<file path="config.mk">
export PLATFORM = sky130hd
export DESIGN_NAME = sprite_renderer
export DESIGN_NICKNAME = d
export VERILOG_FILES = /design/src/rtl/sprite_renderer_pkg.sv /design/src/rtl/sprite_renderer_square_scan.sv /design/src/rtl/sprite_renderer.sv
export SDC_FILE = /design/constraint.sdc
export NUM_CORES = 1
export LEC_CHECK = 0
export ABC_AREA = 1
export ABC_CLOCK_PERIOD_IN_PS = 2900
export CAP_MARGIN = 10
export CORE_ASPECT_RATIO = 1.75
export CORE_MARGIN = 2
export CORE_UTILIZATION = 47
export CTS_BUF_LIST = sky130_fd_sc_hd__clkbuf_4 sky130_fd_sc_hd__clkbuf_8
export CTS_CLUSTER_SIZE = 24
export DETAILED_ROUTE_END_ITERATION = 12
export PLACE_DENSITY_LB_ADDON = 0.08
export RECOVER_POWER = 25
export SYNTH_ARGS = -nofsm -noshare
export SYNTH_HDL_FRONTEND = slang
export SYNTH_SLANG_ARGS = --single-unit
</file>
<file path="constraint.sdc">
create_clock -name clk -period 2.9 [get_ports clk]
set_clock_uncertainty 0.05 [all_clocks]
set_input_delay 0.58 -clock clk [delete_from_list [all_inputs] [get_ports clk]]
set_output_delay 0.58 -clock clk [all_outputs]
set_load 0.02 [all_outputs]
</file>
<file path="src/rtl/sprite_renderer_pkg.sv">
// rtl/sprite_renderer_pkg.sv - shared screen, sprite and colour constants plus the renderer state type
package sprite_renderer_pkg;

    localparam logic [8:0] SCREEN_W    = 9'd160;
    localparam logic [7:0] SCREEN_H    = 8'd120;
    localparam logic [2:0] PLAYER_SIZE = 3'd3;

    localparam logic [2:0] COL_BLACK  = 3'b000;
    localparam logic [2:0] COL_PLAYER = 3'b111;
    localparam logic [2:0] COL_HIT    = 3'b100;
    localparam logic [2:0] COL_ENEMY  = 3'b010;

    typedef enum logic [2:0] {
        S_IDLE,
        S_ERASE_P,
        S_DRAW_P,
        S_ERASE_E,
        S_DRAW_E,
        S_DONE
    } state_e;

    typedef struct packed {
        logic [7:0] px;
        logic [6:0] py;
        logic       hit;
        logic [7:0] ex;
        logic [6:0] ey;
        logic [2:0] es;
    } sprites_t;

endpackage

</file>
<file path="src/rtl/sprite_renderer_square_scan.sv">
// rtl/sprite_renderer_square_scan.sv - row-major scan of one square, one pixel per clock
module square_scan
    import sprite_renderer_pkg::*;
(
    input  logic       clk,
    input  logic       reset,
    input  logic       start,
    input  logic [7:0] base_x,
    input  logic [6:0] base_y,
    input  logic [2:0] size,
    output logic [7:0] pix_x,
    output logic [6:0] pix_y,
    output logic       in_bounds,
    output logic       last
);

    logic [2:0] off_x_q, off_x_d;
    logic [2:0] off_y_q, off_y_d;
    logic [2:0] size_m1;
    logic [8:0] full_x;
    logic [7:0] full_y;

    assign size_m1 = size - 3'd1;
    assign last    = (off_x_q == size_m1) && (off_y_q == size_m1);

    // Widened sums so a sprite near the right/bottom edge clips instead of wrapping to 0.
    assign full_x    = {1'b0, base_x} + {6'd0, off_x_q};
    assign full_y    = {1'b0, base_y} + {5'd0, off_y_q};
    assign in_bounds = (full_x < SCREEN_W) && (full_y < SCREEN_H);
    assign pix_x     = full_x[7:0];
    assign pix_y     = full_y[6:0];

    always_comb begin
        off_x_d = off_x_q;
        off_y_d = off_y_q;
        if (start || last) begin
            off_x_d = 3'd0;
            off_y_d = 3'd0;
        end else if (off_x_q == size_m1) begin
            off_x_d = 3'd0;
            off_y_d = off_y_q + 3'd1;
        end else begin
            off_x_d = off_x_q + 3'd1;
        end
    end

    always_ff @(posedge clk or posedge reset) begin
        if (reset) begin
            off_x_q <= 3'd0;
            off_y_q <= 3'd0;
        end else begin
            off_x_q <= off_x_d;
            off_y_q <= off_y_d;
        end
    end

endmodule

</file>
<file path="src/rtl/sprite_renderer.sv">
// rtl/sprite_renderer.sv - player/enemy sprite renderer driving a VGA pixel-write port
// Define SPRITE_ERASE_EN to erase the previously drawn squares before redrawing.
module sprite_renderer
    import sprite_renderer_pkg::*;
(
    input  logic       clk,
    input  logic       reset,
    input  logic       req,
    input  logic [7:0] player_x,
    input  logic [6:0] player_y,
    input  logic       player_hit,
    input  logic [7:0] enemy_x,
    input  logic [6:0] enemy_y,
    input  logic [2:0] enemy_size,
    output logic       busy,
    output logic       done,
    output logic [7:0] vga_x,
    output logic [6:0] vga_y,
    output logic [2:0] colour,
    output logic       plot
);

    state_e   state_q, state_d;
    sprites_t new_q, new_d;
    sprites_t old_view;
    logic     erase_old;

    logic       scan_start, scan_in_bounds, scan_last;
    logic [7:0] scan_base_x, scan_pix_x;
    logic [6:0] scan_base_y, scan_pix_y;
    logic [2:0] scan_size, col;

`ifdef SPRITE_ERASE_EN
    sprites_t old_q, old_d;
    logic     old_valid_q, old_valid_d;

    always_comb begin
        old_d       = old_q;
        old_valid_d = old_valid_q;
        if (state_q == S_DONE) begin
            old_d       = new_q;
            old_valid_d = 1'b1;
        end
    end

    always_ff @(posedge clk or posedge reset) begin
        if (reset) begin
            old_q       <= '0;
            old_valid_q <= 1'b0;
        end else begin
            old_q       <= old_d;
            old_valid_q <= old_valid_d;
        end
    end

    assign old_view  = old_q;
    assign erase_old = old_valid_q;
`else
    assign old_view  = '0;
    assign erase_old = 1'b0;
`endif

    always_comb begin
        state_d     = state_q;
        new_d       = new_q;
        scan_base_x = 8'd0;
        scan_base_y = 7'd0;
        scan_size   = PLAYER_SIZE;
        col         = COL_BLACK;
        case (state_q)
            S_IDLE: begin
                if (req) begin
                    new_d   = '{player_x, player_y, player_hit, enemy_x, enemy_y, enemy_size};
                    state_d = erase_old ? S_ERASE_P : S_DRAW_P;
                end
            end
            S_ERASE_P: begin
                scan_base_x = old_view.px;
                scan_base_y = old_view.py;
                if (scan_last) state_d = S_DRAW_P;
            end
            S_DRAW_P: begin
                scan_base_x = new_q.px;
                scan_base_y = new_q.py;
                col         = new_q.hit ? COL_HIT : COL_PLAYER;
                if (scan_last) begin
                    if (erase_old && (old_view.es != 3'd0)) state_d = S_ERASE_E;
                    else if (new_q.es != 3'd0)              state_d = S_DRAW_E;
                    else                                    state_d = S_DONE;
                end
            end
            S_ERASE_E: begin
                scan_base_x = old_view.ex;
                scan_base_y = old_view.ey;
                scan_size   = old_view.es;
                if (scan_last) state_d = (new_q.es != 3'd0) ? S_DRAW_E : S_DONE;
            end
            S_DRAW_E: begin
                scan_base_x = new_q.ex;
                scan_base_y = new_q.ey;
                scan_size   = new_q.es;
                col         = COL_ENEMY;
                if (scan_last) state_d = S_DONE;
            end
            S_DONE:  state_d = S_IDLE;
            default: state_d = S_IDLE;
        endcase
    end

    always_ff @(posedge clk or posedge reset) begin
        if (reset) begin
            state_q <= S_IDLE;
            new_q   <= '0;
        end else begin
            state_q <= state_d;
            new_q   <= new_d;
        end
    end

    // The scanner wraps to offset 0 on its own last pixel, so phases chain without a gap.
    assign scan_start = (state_q == S_IDLE) || (state_q == S_DONE);

    square_scan u_scan (
        .clk       (clk),
        .reset     (reset),
        .start     (scan_start),
        .base_x    (scan_base_x),
        .base_y    (scan_base_y),
        .size      (scan_size),
        .pix_x     (scan_pix_x),
        .pix_y     (scan_pix_y),
        .in_bounds (scan_in_bounds),
        .last      (scan_last)
    );

    assign busy   = !scan_start;
    assign done   = (state_q == S_DONE);
    assign plot   = busy && scan_in_bounds;
    assign vga_x  = busy ? scan_pix_x : 8'd0;
    assign vga_y  = busy ? scan_pix_y : 7'd0;
    assign colour = busy ? col : COL_BLACK;

endmodule
</file>
Yosys cells after proc, flatten, opt, wreduce, memory -nomap -nowiden
Index checks and enable logic that the tools add are counted.
{"block": "word_totals", "ff_bits": 43, "latchBits": 0, "mem_bits_rw": 0, "rom_bits": 0, "inputBits": 37, "out_inout_bits": 21, "n_memories": 0}
{"block": "op_classes", "add_sub_neg": 5, "mul": 0, "div": 0, "order_cmp": 2, "n_eq_ne": 11, "shifts": 0, "mux": 18, "bitwise": 0, "n_reduce_logical": 12}
{"op": "$mux W3", "n": 9}
{"op": "$pmux W8 S2", "n": 1}
{"op": "$pmux W7 S2", "n": 1}
{"op": "$pmux W3 S2", "n": 2}
{"op": "$pmux W3 S4", "n": 1}
{"op": "$add A8 B3 Y9", "n": 1}
{"op": "$lt A9 B8 Y1 const B", "n": 1}
{"op": "$add A7 B3 Y8", "n": 1}
{"op": "$lt A8 B7 Y1 const B", "n": 1}
{"op": "$mux W8", "n": 1}
{"op": "$mux W7", "n": 1}
{"op": "$add A3 B1 Y3 const B", "n": 2}
{"op": "$eq A3 B2 Y1 const B", "n": 2}
{"op": "$eq A3 B3 Y1", "n": 2}
{"op": "$eq A3 B3 Y1 const B", "n": 2}
{"op": "$ne A2 B1 Y1 const B", "n": 3}
{"op": "$reduce_and A4 Y1", "n": 1}
{"op": "$eq A3 B1 Y1 const B", "n": 1}
{"op": "$logic_and A1 B1 Y1", "n": 3}
{"op": "$logic_not A3 Y1", "n": 1}
{"op": "$reduce_bool A3 Y1", "n": 1}
{"op": "$sub A3 B1 Y3 const B", "n": 1}
{"op": "$logic_or A1 B1 Y1", "n": 2}
{"op": "$mux W2", "n": 1}
{"op": "other kinds (6)", "n": 6}

Depth between registers and ports, before layout
{"block": "depth", "ltp_word": 7, "depth_mapped": 17, "depth_no_buf": 17}

Modules after synthesis
From an unflattened synthesis, not the netlist that was laid out.
{"block": "hier_totals", "hier_cells": 388, "hier_area_um2": 2787.7}
{"module": "sprite_renderer", "n_inst": 1, "cells_per_inst": 244, "area_per_inst_um2": 1835.5, "seq_area_each_um2": 925.9}
{"module": "square_scan", "n_inst": 1, "cells_per_inst": 144, "area_per_inst_um2": 952.2, "seq_area_each_um2": 150.1}

Worst setup path before layout
No wires, ideal clock.
{"block": "synth_timing", "path_kind": "register to output", "from": "reg state_q[2]", "to": "out plot", "arrival_time_ns": 2.669, "t_required_ns": 2.270, "slack_ns": -0.399, "path_stages_with_launch": 18, "n_path_buf": 0, "cell_sequence": "dfrtp_1 > inv_1 > nand2_1 > nor2_4 > inv_1 > o21ai_0 > ha_1 > fa_1 > nand2_1 > inv_1 > or2_2 > nand3_2 > nor2_1 > nand2_1 > nand2_1 > nand2_1 > nand2_1 > nor2_1"}
{"block": "synth_between", "elab_chain_cells": 6}
{"element": "from (decl)", "line_no": "sprite_renderer.sv:23", "source": "state_e state_q, state_d;"}
{"element": "from (signal assigned)", "line_no": "sprite_renderer.sv:115", "source": "state_q <= state_d;"}
{"element": "$eq A3 B3 Y1 or $eq A3 B2 Y1 (tied branches)", "line_no": "sprite_renderer.sv:70", "source": "case (state_q)"}
{"element": "$pmux W8 S2 or $pmux W7 S2 (tied branches)", "line_no": "sprite_renderer.sv:70"}
{"element": "$add A8 B3 Y9 or $add A7 B3 Y8 (tied branches)", "line_no": "sprite_renderer_square_scan.sv:27, sprite_renderer_square_scan.sv:28"}
{"element": "$lt A9 B8 Y1 or $lt A8 B7 Y1 (tied branches)", "line_no": "sprite_renderer_square_scan.sv:29", "source": "assign in_bounds = (full_x < SCREEN_W) && (full_y < SCREEN_H);"}
{"element": "$logic_and A1 B1 Y1", "line_no": "sprite_renderer_square_scan.sv:29"}
{"element": "$logic_and A1 B1 Y1 (*)", "line_no": "sprite_renderer.sv:138", "source": "assign plot = busy && scan_in_bounds;"}
{"element": "to (decl)", "line_no": "sprite_renderer.sv:20", "source": "output logic plot"}
Every way passes the cells marked *; elsewhere a longest branch is shown, timed or not.

Worst setup path after layout
Ends and elaborated chain as after synthesis.

==> out/metrics.yaml <==
run_status:
  status: "complete, but fails checks"
  violations: "negative setup slack"
die:
  fp-row-count: 35
  dieHeight_um: 103
  dieArea_sq_um: 6190
  fp.dieW_um: 60.3
  start_util_pct: 49.3
  io_pins: 58
  coreArea_sq_um: 5300
cells_and_area:
  finalInstanceArea_sq_um: 4030
  num-nets-final: 488
  synthToLayoutAreaGrowth_pct: 54.3
  num_antenna_cells: 0
  ff_latch_area_sq_um: 1080
  final_util_pct: 76.0
  multi_input_area_sq_um: 1570
  fillers: 415
  drive_above_1_share_pct: 37.9
yosys:
  synth_seq_cells: 43
  seq_area_frac_synth_pct: 41.2
  yosys.cell_count.top_type: "nand2_1"
  synth_warnings: 0
  synth_edf_count: 0
  syn_area_sq_um: 2610
  async_flop_share_pct: 100
  synth_top_area_cell: "dfrtp_1"
  ys_top_cells_by_area: "dfrtp_1 (41%), mux2_2 (12%), nand2_1 (11%), nand3_1 (6.5%), inv_1 (6.2%)"
  netlist_top_cells_count: "nand2_1 (76), dfrtp_1 (43), inv_1 (43)"
  synthCells: 319
  synthFlopType: "dfrtp_1"
  netlist.area_leader.share_pct: 41.2
  syn_nets: 367
  ys_types: 25
  postSynthAreaPerCell_sq_um: 8.19
clock_tree:
  root_buffer: "clkbuf_8"
  clockBufferDepth: 2
  cts_made_buffers: 5
  clk_latency_ns: 0.30
  cts.reportedPaths.clkPinSlew_ns: 0.08
  cts.sinks: 43
  htreeDepth: 2
  cts_tree: "done"
worst_setup_path:
  worst_r2r_endpoint: "state_q[0]"
  startpoint: "state_q[2]"
  path_max_fanout: 4
  crit_type: "register to primary output"
  rr_worst_depth: 15
  critical-path-top-delay-family: "simple AND/OR/NAND/NOR gates"
  critPathCapture: "plot"
  cp.depth: 17
  endpoint_kind: "primary output"
  required_ns: 2.27
  crit_slowest_cell: "dfrtp_1"
  cp_cell_sequence: "inv_2 -> nand2_4 -> nor2_4 -> inv_4 -> buf_4 -> o21ai_4 -> ha_4 -> nand2_2 -> inv_2 -> or2_4 -> nand3_4 -> nand3_1 -> nor2_1 -> nand2_1 -> nand2_2 -> nor2_4 -> buf_6"
  critPathLaunchType: "register"
  max_stage_delay_ns: 0.40
  r2r-start: "state_q[1]"
  ff2ff_setup_slack_ns: 0.35
  crit_arrival_ns: 2.58
  critPathBufInv: 5
timing:
  rsz0062_at_grt: "yes"
  clock.fmax_mhz: 311
  whs_ns: 0.463
  fin_crit_sh_pct: 111
  fin_crit_ns: 3.21
  relSlewSlack_pct: 30.4
  hold_viol_final: 0
  setup_viol: 11
  finalMaxSlewViolations: 0
  worstMarginPinSlew_ns: 1.04
  tns_ns: -1.57
  finalWorstSetupSlack_ns: -0.311
place:
  gp_congestion: 0.905
  placed_area_sq_um: 3690
  dp_hpwl_um: 5080
  port_buffers: 57
global_route:
  track_usage_pct: 23.8
  antenna_found_initial: 0
  grt_pass1_vias: 2555
  grt_max_degree: 44
  overflow: 0
  grt_pass1_wl_um: 11100
drt:
  wl_met2_um: 3620
  dr.pass1.iters: 4
  final_antenna_net_count: 0
  routed.top_layer: "met4"
  wire_per_inst_um: 12.8
  drtIter0Drc: 59
  drcViolationCount: 0
  vias_per_cell: 4.87
  wl_met1_um: 2690
  wl_um: 6590
  vias: 2509
  dr_wl_met3_um: 143
min_path:
  hold_depth: 1
  min_path_type: "register to register"
power_and_ir_drop:
  ir_drop_uv: 700
  power.density_nw_per_um2: 1150
  leakagePower_nw: 1.98
job:
  cap_violations: 0
cell families (layout without fill, tap and decap cells):
family,after synthesis,in the layout,synth area share (%)
buffers and inverters,49,171,7.57
DFF,43,43,41.2
muxes,27,27,11.6
adders and majority gates,11,11,5.85
xor gates and xnor gates,5,5,1.68
and+or+nand+nor,155,155,26.2
AOI/OAI and AO/OA,29,29,5.85
final cells by class:
type	instances	area share, %
Clock buffer	6	1.89
Clock inverter	2	0.311
Inverter	43	4.07
Multi-Input combinational cell	227	38.9
Sequential cell	43	26.8
Tap cell	74	2.30
Timing Repair Buffer	120	25.7
placed cells by master (no fill, tap or decap), types with 3 or more instances in the layout:
cell,synthesis,routed
a21oi_1,13,9
a21oi_2,0,4
buf_2,5,3
buf_4,0,62
buf_6,1,10
clkbuf_8,0,5
clkdlybuf4s50_1,0,39
dfrtp_1,43,41
dlygate4sd2_1,0,3
ha_1,9,4
ha_4,0,4
inv_1,43,37
inv_2,0,5
mux2_2,27,27
nand2_1,76,65
nand2_2,3,12
nand3_1,34,29
nand3_2,1,3
nand3_4,0,3
nand4_1,5,5
nor2_1,28,26
nor2_2,3,3
nor2_4,2,4
o21ai_0,11,4
o21ai_2,0,4
o21ai_4,0,3
xor2_1,4,4
worst min path at each step:
stage / startpoint / to
3_3_place_gp: new_q[8] / new_q[8]
5_1_grt: new_q[30] / new_q[30]
6_report: new_q[5] / new_q[5]
3_5_place_dp: new_q[30] / new_q[30]
2_1_floorplan: u_scan.off_x_q[0] / u_scan.off_x_q[0]
4_1_cts: new_q[30] / new_q[30]
metrics by stage:
step,setup slack [ns],total power (W),instances
after floorplan,-0.00755,0.00266,319
after global placement,-0.548,0.00386,500
after detailed placement,-0.656,0.00393,500
after CTS,-0.372,0.00451,515
after global routing,-0.454,0.00500,515
final,-0.311,0.00462,515
sequential cells by signal (all words and copies together) (netlist names):
signal	count
u_scan.off_x_q	3
state_q	3
new_q	34
u_scan.off_y_q	3
power breakdown:
part	internal (W)	switching [W]	leakage, nW
Sequential	0.000892	0.000187	0.509
Clock	0.000178	0.000212	0.0446
Combinational	0.00151	0.00165	1.43
Total	0.00258	0.00205	1.98
repair_timing:
action                     CTS  global route
buffers inserted             7             0
setup endpoints to repair   17            15
pin swaps                   11             9
resized for setup          107            21
hold buffers                 0             0
routing by layer:
layer  global-route usage (%)  up-vias
li1                         -     1276
met1                     27.6     1174
met2                     42.8       49
met3                     2.89       10
met4                     9.91        0
met5                        0        -
No activity file was read; power rests on OpenSTA's default activity.
